[config.mk]
export PLATFORM = sky130hd
export DESIGN_NAME = scmp_useq
export DESIGN_NICKNAME = d
export VERILOG_FILES = /design/src/rtl/scmp_useq_pkg.sv /design/src/rtl/scmp_useq_stack.sv /design/src/rtl/scmp_useq.sv
export SDC_FILE = /design/constraint.sdc
export NUM_CORES = 1
export LEC_CHECK = 0
export BUFFER_PORTS_ARGS = -buffer_cell sky130_fd_sc_hd__buf_2
export CAP_MARGIN = 30
export CORE_ASPECT_RATIO = 0.7
export CORE_MARGIN = 3
export CORE_UTILIZATION = 45
export DETAILED_ROUTE_END_ITERATION = 12
export PLACE_DENSITY = 0.67
export SLEW_MARGIN = 20
export SYNTH_ARGS = -nofsm -noshare
export SYNTH_HDL_FRONTEND = slang
export SYNTH_SLANG_ARGS = --single-unit
export TNS_END_PERCENT = 100
[constraint.sdc]
create_clock -name clk -period 4.8 [get_ports clk]
set_input_delay 0 -clock clk [delete_from_list [all_inputs] [get_ports clk]]
set_output_delay 0 -clock clk [all_outputs]
set_load 0.02 [all_outputs]
[src/rtl/scmp_useq_pkg.sv]
// Shared definitions for the SC/MP microcode sequencer.
package scmp_useq_pkg;

    // Bit positions of the microword control group.
    typedef enum int unsigned {
        CTL_DECODE = 0,
        CTL_CALL   = 1,
        CTL_RET    = 2,
        CTL_IRQCHK = 3
    } useq_ctl_t;

    localparam int unsigned USEQ_CTL_W = 4;

    // Default interrupt dispatch entry point in microcode space.
    localparam logic [7:0] USEQ_IRQ_VEC_DFLT = 8'hF0;

    // Which source supplied the next microcode PC.
    typedef enum logic [2:0] {
        SRC_IRQ  = 3'd0,
        SRC_DEC  = 3'd1,
        SRC_RET  = 3'd2,
        SRC_INC  = 3'd3,
        SRC_ZERO = 3'd4,
        SRC_OFS  = 3'd5
    } pc_src_t;

endpackage

[src/rtl/scmp_useq_stack.sv]
// Circular return-address LIFO. A push onto a full stack overwrites the
// oldest entry; push and pop together replace the top entry in place.
module scmp_useq_stack #(
    parameter int W     = 8,
    parameter int DEPTH = 4
) (
    input  logic         clk,
    input  logic         rst_n,
    input  logic         push_i,
    input  logic         pop_i,
    input  logic [W-1:0] data_i,
    output logic [W-1:0] top_o,
    output logic         empty_o,
    output logic         full_o,
    output logic         ovf_o,
    output logic         unf_o
);
    localparam int IW = (DEPTH > 1) ? $clog2(DEPTH) : 1;
    localparam int CW = $clog2(DEPTH + 1);

    logic [W-1:0]  mem_q [DEPTH];
    logic [IW-1:0] wp_q, wp_d, wp_inc, wp_dec;
    logic [CW-1:0] sp_q, sp_d;
    logic          wr_en;
    logic [IW-1:0] wr_idx;

    // Pointer arithmetic, top-of-stack read and next-state for push/pop.
    always_comb begin
        wp_inc  = (wp_q == IW'(DEPTH - 1)) ? '0 : wp_q + IW'(1);
        wp_dec  = (wp_q == '0) ? IW'(DEPTH - 1) : wp_q - IW'(1);
        empty_o = (sp_q == '0);
        full_o  = (sp_q == CW'(DEPTH));
        top_o   = mem_q[wp_dec];
        ovf_o   = push_i & ~pop_i & full_o;
        unf_o   = pop_i & empty_o;
        wp_d    = wp_q;
        sp_d    = sp_q;
        wr_en   = 1'b0;
        wr_idx  = wp_q;
        if (push_i && pop_i && !empty_o) begin
            // Return address is consumed and replaced by the new one.
            wr_en  = 1'b1;
            wr_idx = wp_dec;
        end else if (pop_i && !empty_o) begin
            wp_d = wp_dec;
            sp_d = sp_q - CW'(1);
        end else if (push_i) begin
            // Also covers push together with a pop on an empty stack.
            wr_en = 1'b1;
            wp_d  = wp_inc;
            if (!full_o) sp_d = sp_q + CW'(1);
        end
    end

    // Stack storage and pointers; contents are discarded on reset.
    always_ff @(posedge clk or negedge rst_n) begin
        if (!rst_n) begin
            wp_q <= '0;
            sp_q <= '0;
            for (int i = 0; i < DEPTH; i++) mem_q[i] <= '0;
        end else begin
            wp_q <= wp_d;
            sp_q <= sp_d;
            if (wr_en) mem_q[wr_idx] <= data_i;
        end
    end

endmodule

[src/rtl/scmp_useq.sv]
// Microcode sequencer: condition reduction, next-PC priority selection,
// return stack, interrupt dispatch acknowledge and sticky stack errors.
module scmp_useq
    import scmp_useq_pkg::*;
#(
    parameter int              PC_W      = 8,
    parameter int              COND_W    = 6,
    parameter int              STK_DEPTH = 4,
    parameter logic [PC_W-1:0] IRQ_VEC   = PC_W'(USEQ_IRQ_VEC_DFLT)
) (
    input  logic              clk,
    input  logic              rst_n,
    input  logic              stall,
    input  logic [PC_W-1:0]   mc_next,
    input  logic [COND_W-1:0] mc_cmask,
    input  logic [COND_W-1:0] mc_cxor,
    input  logic              mc_decode,
    input  logic              mc_call,
    input  logic              mc_ret,
    input  logic              mc_irqchk,
    input  logic [PC_W-1:0]   dec_pc,
    input  logic [COND_W-1:0] cond_in,
    input  logic              irq_req,
    input  logic              irq_en,
    input  logic              err_clr,
    output logic [PC_W-1:0]   mc_pc,
    output logic              irq_ack,
    output logic              stk_ovf,
    output logic              stk_unf
);
    logic [USEQ_CTL_W-1:0] ctl;
    logic [PC_W-1:0]       pc_q, pc_d, pc_inc, stk_top;
    logic                  cond, irq_take, push, pop;
    logic                  stk_empty, stk_full, ovf_p, unf_p;
    logic                  irq_ack_q, ovf_q, ovf_d, unf_q, unf_d;
    pc_src_t               src;

    scmp_useq_stack #(.W(PC_W), .DEPTH(STK_DEPTH)) u_stack (
        .clk     (clk),
        .rst_n   (rst_n),
        .push_i  (push),
        .pop_i   (pop),
        .data_i  (pc_inc),
        .top_o   (stk_top),
        .empty_o (stk_empty),
        .full_o  (stk_full),
        .ovf_o   (ovf_p),
        .unf_o   (unf_p)
    );

    // Next-PC priority mux; a stall freezes the PC and suppresses stack ops.
    always_comb begin
        ctl              = '0;
        ctl[CTL_DECODE]  = mc_decode;
        ctl[CTL_CALL]    = mc_call;
        ctl[CTL_RET]     = mc_ret;
        ctl[CTL_IRQCHK]  = mc_irqchk;
        cond     = |((cond_in ^ mc_cxor) & mc_cmask);
        pc_inc   = pc_q + PC_W'(1);
        irq_take = 1'b0;
        pop      = 1'b0;
        push     = ctl[CTL_CALL];
        if (ctl[CTL_IRQCHK] && ctl[CTL_DECODE] && irq_req && irq_en) begin
            src      = SRC_IRQ;
            irq_take = 1'b1;
        end else if (ctl[CTL_DECODE]) begin
            src = SRC_DEC;
        end else if (ctl[CTL_RET]) begin
            src = SRC_RET;
            pop = 1'b1;
        end else if (cond) begin
            src = SRC_INC;
        end else if (mc_next == '0) begin
            src = SRC_ZERO;
        end else begin
            src = SRC_OFS;
        end
        case (src)
            SRC_IRQ:  pc_d = IRQ_VEC;
            SRC_DEC:  pc_d = dec_pc;
            SRC_RET:  pc_d = stk_empty ? '0 : stk_top;
            SRC_INC:  pc_d = pc_inc;
            SRC_ZERO: pc_d = '0;
            default:  pc_d = pc_q + mc_next;
        endcase
        if (stall) begin
            pc_d     = pc_q;
            push     = 1'b0;
            pop      = 1'b0;
            irq_take = 1'b0;
        end
        // A new error in the same cycle as err_clr keeps the flag set.
        ovf_d = (ovf_q & ~err_clr) | ovf_p;
        unf_d = (unf_q & ~err_clr) | unf_p;
    end

    // PC, interrupt acknowledge pulse and sticky error flags.
    always_ff @(posedge clk or negedge rst_n) begin
        if (!rst_n) begin
            pc_q      <= '0;
            irq_ack_q <= 1'b0;
            ovf_q     <= 1'b0;
            unf_q     <= 1'b0;
        end else begin
            pc_q      <= pc_d;
            irq_ack_q <= irq_take;
            ovf_q     <= ovf_d;
            unf_q     <= unf_d;
        end
    end

    assign mc_pc   = pc_q;
    assign irq_ack = irq_ack_q;
    assign stk_ovf = ovf_q;
    assign stk_unf = unf_q;

    // Full flag is only consumed inside the stack; keep it observable here.
    logic unused_full;
    assign unused_full = stk_full;

endmodule

* Word-level counts from Yosys, hierarchy flattened
Cells that the tools add are included.
Storage, ports and cells: memories kept 0, logic and storage cells 87, output and inout port bits 11, bits in latches 0, ROM bits 0, register bits 48, input bits 44, RAM bits 0
Operators by class: reduce and logical (&&, ||, !) cells 16, multipliers 0, $add $sub $neg 6, divide/modulo/power cells 0, muxes and demuxes 31, shifts and indexed selects 0, bitwise logic cells 14, magnitude comparators 3, equal/unequal tests 7
Operators by type and width (number):
- 8-bit one-hot mux with 5 select lines | 1
- 32-bit bitwise mux | 1
- 8-bit two-way mux | 4
- 3-bit two-way mux | 7
- 8-bit binary-select mux with 2-bit select | 1
- 8-bit demux with 2-bit select | 1
- 1-bit two-way mux | 11
- 2-bit two-way mux | 5
- 8-bit by 1-bit adder with 8-bit output (second input constant) | 1
- 8-bit adder | 1
- 8-bit zero test | 1
- 1-bit logical AND | 7
- 6-bit AND | 1
- 3-bit by 2-bit equality test with 1-bit output (second input constant) | 2
- 3-bit equality test (second input constant) | 2
- 3-bit >= comparator (second input constant) | 2
- 3-bit zero test | 2
- 2-bit inverter with 3-bit output | 2
- 6-bit OR reduction | 1
- 6-bit bitwise XOR | 1
- 1-bit AND | 5
- 3-bit by 1-bit adder with 3-bit output (second input constant) | 1
- 3-bit by 1-bit equality test with 1-bit output (second input constant) | 1
- 3-bit by 1-bit < comparator with 1-bit output (second input constant) | 1
- 12 further kinds | 15

* Depth between registers and ports, before layout
depth after elaboration 14, gate-level depth with buffers 9, depth with buffers taken out 9

* Hierarchy
A second synthesis with hierarchy kept.
Unflattened totals: cell total of the unflattened synthesis 319, area total of the unflattened synthesis 3196.8 um^2
By module, submodules not included:
- scmp_useq_stack | seq. area each 925.9 um^2, area each 2019.4 um^2, cells an instance 178, instances 1
- scmp_useq | seq. area each 275.3 um^2, area each 1177.4 um^2, cells an instance 141, instances 1

* Worst setup path after synthesis
No wires, ideal clock.
path kind register to register, start point reg u_stack.wp_q[0], end point reg pc_q[7] (netlist: mc_pc[7]), setup time 0.129 ns, path slack 2.564 ns, cell stages (with the launch flop) 10, required time 4.671 ns, path buffers 1, period minus slack after synthesis 2.236 ns, arrival time 2.107 ns, path through dfrtp_1 inv_1 ha_1 nor2b_1 buf_6 mux4_2 a221o_1 a21oi_1 nor3b_2 a211oi_1
Between the ends: word-level cells in the longest chain between the ends 8, elaborated cells between the ends (all ways) 9, classes of those cells add/sub: 1; mux: 6; bitwise: 1; reduce/logical: 1
Ends and longest elaborated chain:
- from (decl) | line scmp_useq_stack.sv:22 | logic [IW-1:0] wp_q, wp_d, wp_inc, wp_dec;
- from (signal assigned) | line scmp_useq_stack.sv:62 | wp_q <= wp_d;
- 2-bit by 1-bit subtractor with 2-bit output / 2-bit zero test (equally long branches) | line scmp_useq_stack.sv:30 | wp_dec = (wp_q == '0) ? IW'(DEPTH - 1) : wp_q - IW'(1);
- 2-bit two-way mux * | line scmp_useq_stack.sv:30
- 2-bit inverter with 3-bit output (implied by the code) * | line scmp_useq_stack.sv:33 | top_o = mem_q[wp_dec];
- 8-bit binary-select mux with 2-bit select * | line scmp_useq_stack.sv:33
- 8-bit two-way mux (implied by the code) * (2 in a row) | line scmp_useq_stack.sv:33
- 8-bit two-way mux * | line scmp_useq.sv:81 | SRC_RET: pc_d = stk_empty ? '0 : stk_top;
- 8-bit one-hot mux with 5 select lines * | line scmp_useq.sv:78 | case (src)
- to (signal assigned) | line scmp_useq.sv:105 | pc_q <= pc_d;
- to (decl) | line scmp_useq.sv:32 | logic [PC_W-1:0] pc_q, pc_d, pc_inc, stk_top;
Every way passes the cells marked *; elsewhere a longest branch is shown, timed or not. The select of a mux whose other input is x is not followed. A chain may end at the register's enable or synchronous reset.

* Worst setup path after layout
start point reg u_stack.wp_q[0], end point reg pc_q[1] (netlist: mc_pc[1])
Same word-level chain as after synthesis.

==> run metrics <==
sequential cell area 0.001201 sq mm; I/O Pins 55; Worst Setup SP u_stack.wp_q[0]; drt first-iter violations 132; first-pass iteration count of the detailed router 6; gpl congestion 0.8603; Max stage delay cell, worst path nor2b_1; status complete, no violations; part of the cycle the worst path needs 58.52%; Resize count post-CTS 0; Post-synth top flop dfrtp_1; net switching power 708.1 uW; Max IR drop VDD 0.2993 mV; switching share of total power 37.56%; CP max stage delay 0.53 ns; Worst Hold Class primary input to register; WL per Instance approximately 17 microns; pin count of the biggest net entering global routing around 50; Pwr Density 549.4 mW/mm^2; sequential share of power 37.7%; die area 0.007580 sq mm; overall routed net length 6814 microns; Pint 1.177 mW; CTS Buffer Depth 2; clk_lat worst skew ~0.30 ns; Synth cell types 52; number of failing hold endpoints at the final stage 0; Syn. warnings 0; FILL cells 541; htree depth 2; clk_skew 0.004407 ns; Setup TNS Final 0 ns; Final #Nets around 370; worst slew pin tran around 0.67 ns; FP Rows 24; Die Y around 74 microns; max_cap viols 0; syn_nets 310; clk root buf clkbuf_8; crit path DAT 2.99 ns; min cycle time layout 2.809 ns; CP startpoint kind register; dpl hpwl 5098 microns; share of cells above drive strength 1 38.34%; Synth area leader dfrtp_1; crit path max fanout 7; ant diodes 0; I/O Buffers 54; Core Util, Final 54.67%; CTS Buf Count 5; clock-pin slew on the worst setup and hold paths ~0.09 ns; first-pass GRT wire length 10690 microns; crit-path cells inv_1 -> ha_1 -> nor2b_1 -> buf_6 -> mux4_2 -> a222oi_1 -> mux2_2 -> o21ai_1; register area share after synthesis a little over 40%; post-synthesis cell area 0.002950 sq mm; area of the multi-input gates 0.001652 sq mm; remaining antenna violation count 0; Crit. End Element register; reg-to-reg startpoint u_stack.wp_q[0]; Post-synth EDFFs 0; core region area 0.006276 sq mm; Setup Buffers After CTS 0; initial antenna violation count 0; Post-synth ARST share between 90% and 100%; vias in the first global route between 2000 and 2500; required time worst endpoint 4.98 ns; Synth Instances ~250; Area Overhead vs Synth 16.28%; Leak 1.514 nW; # DRC 0; Crit path max-delay family multiplexers; unrepaired setup endpoints after global routing no; maximum clock rate 0.3560 GHz; vias roughly 2200; Global Route Usage Sum 18.49%; flop-to-flop setup slack 1.99 ns; Max-slew headroom 55.47%; CTS sink cnt 48; FF+latch count, synth 48; Comb pwr share 46.1%; CP bufs+invs 2; Starting Density between 40% and 50%; top-area cell type share of the netlist area 40.71%; fin. max-slew vios 0; crit path kind register to register; Syn Area/Cell about 12 sq um; clock power share 16.2%; GR Overflow Total 0; main area contributors after synthesis dfrtp_1 41%, mux2_2 13%, mux4_2 6.1%; min-delay src mc_call; Die Wd 102.8 microns; endpoints failing setup 0; CTS tree yes; vias per inst 5.673
## power groups by stage
stage	sequential, mW	clock (mW)	combinational (mW)
after CTS	0.710	0.309	0.874
after global routing	0.733	0.328	0.956
after global placement	0.710	0	0.823
final	0.711	0.305	0.869
after detailed placement	0.719	0	0.870
after floorplan	0.705	0	0.647
## cell usage after synthesis (all sizes together), types with 3 or more instances
master and count:
dfrtp 48, mux2 35, inv 15, nor2 12, ha 10, nand2 10, nand3 10, xor2 10
mux4 8, o21ai 8, xnor2 8, a21oi 7, nor2b 7, a222oi 5, clkbuf 5, nor3 5
a22oi 4, nand2b 4, a211oi 3, a21o 3, nand4 3, nor3b 3, nor4 3
## sequential cells by signal (all words and copies together), names as in the netlist
register,cells
irq_ack,1
mc_pc,8
stk_ovf,1
stk_unf,1
u_stack.mem_q,32
u_stack.sp_q,3
u_stack.wp_q,2
## cells in the final DEF (no fill, tap or decap), drive strengths merged, types with 4 or more instances in the layout
cell type  count
a21oi          7
a222oi         5
a22oi          4
buf           56
clkbuf         5
dfrtp         48
ha            10
inv           16
mux2          35
mux4           8
nand2         10
nand2b         4
nand3         10
nor2          12
nor2b          7
nor3           5
o21ai          8
xnor2          8
xor2          10
## path summary, 6_finish.rpt
path                                      to  depth (start not counted)
setup / recovery                    mc_pc[1]                          8
hold / removal               u_stack.wp_q[1]                          2
setup reg to reg                    mc_pc[1]                          8
hold reg to reg            u_stack.mem_q[17]                          1
max in group asynchronous   u_stack.mem_q[2]                          3
min in group asynchronous  u_stack.mem_q[17]                          3
## area by class of cell
type,instances,share of cell area (%)
clock inverter,3,1.349
sequential,48,35.01
timing repair buffer,58,9.008
clock buffer,5,2.006
tap,78,2.845
multi-input combinational,184,48.14
inverter,15,1.641
## through the flow
| stage | worst slack [ns] | area, sq um | hold slack, ns | power, mW | std cells |
|---|---|---|---|---|---|
| 5_1_grt | 1.861 | 3431 | 0.01787 | 2.018 | 391 |
| 4_1_cts | 2.006 | 3431 | 0.003282 | 1.893 | 391 |
| 6_report | 1.991 | 3431 | 0.01131 | 1.885 | 391 |
| 2_1_floorplan | 2.564 | 2950 | -0.2956 | 1.352 | 254 |
| 3_3_place_gp | 1.778 | 3284 | 0.1367 | 1.533 | 380 |
| 3_5_place_dp | 2.015 | 3296 | 0.1439 | 1.589 | 381 |
## logic make-up (layout without fill, tap and decap cells)
| family | count (synthesis) | count (layout) | synth area share (%) |
|---|---|---|---|
| buffers and inverters | 22 | 81 | 3.308 |
| XOR/XNOR | 18 | 18 | 5.343 |
| multiplexers | 45 | 45 | 20.14 |
| AND/OR/NAND/NOR | 62 | 62 | 12.93 |
| AO/OA/AOI/OAI | 47 | 47 | 11.96 |
| adder cells (fa/ha/maj) | 12 | 12 | 5.598 |
| flip-flops | 48 | 48 | 40.71 |
## what timing repair did
action	CTS	global route
hold buffers	2	0
endpoints found under the hold margin	50	0
endpoints found under the setup margin	0	0
## metal layers
layer  vias to the layer above  track usage, %  wire (microns)
met2                        55           30.26            3096
met5                         -               0               0
met4                         0           4.885              70
li1                       1072               -               -
met3                         6           3.795             399
met1                      1085           25.23            3248
Power figures use the tool's default switching activity.
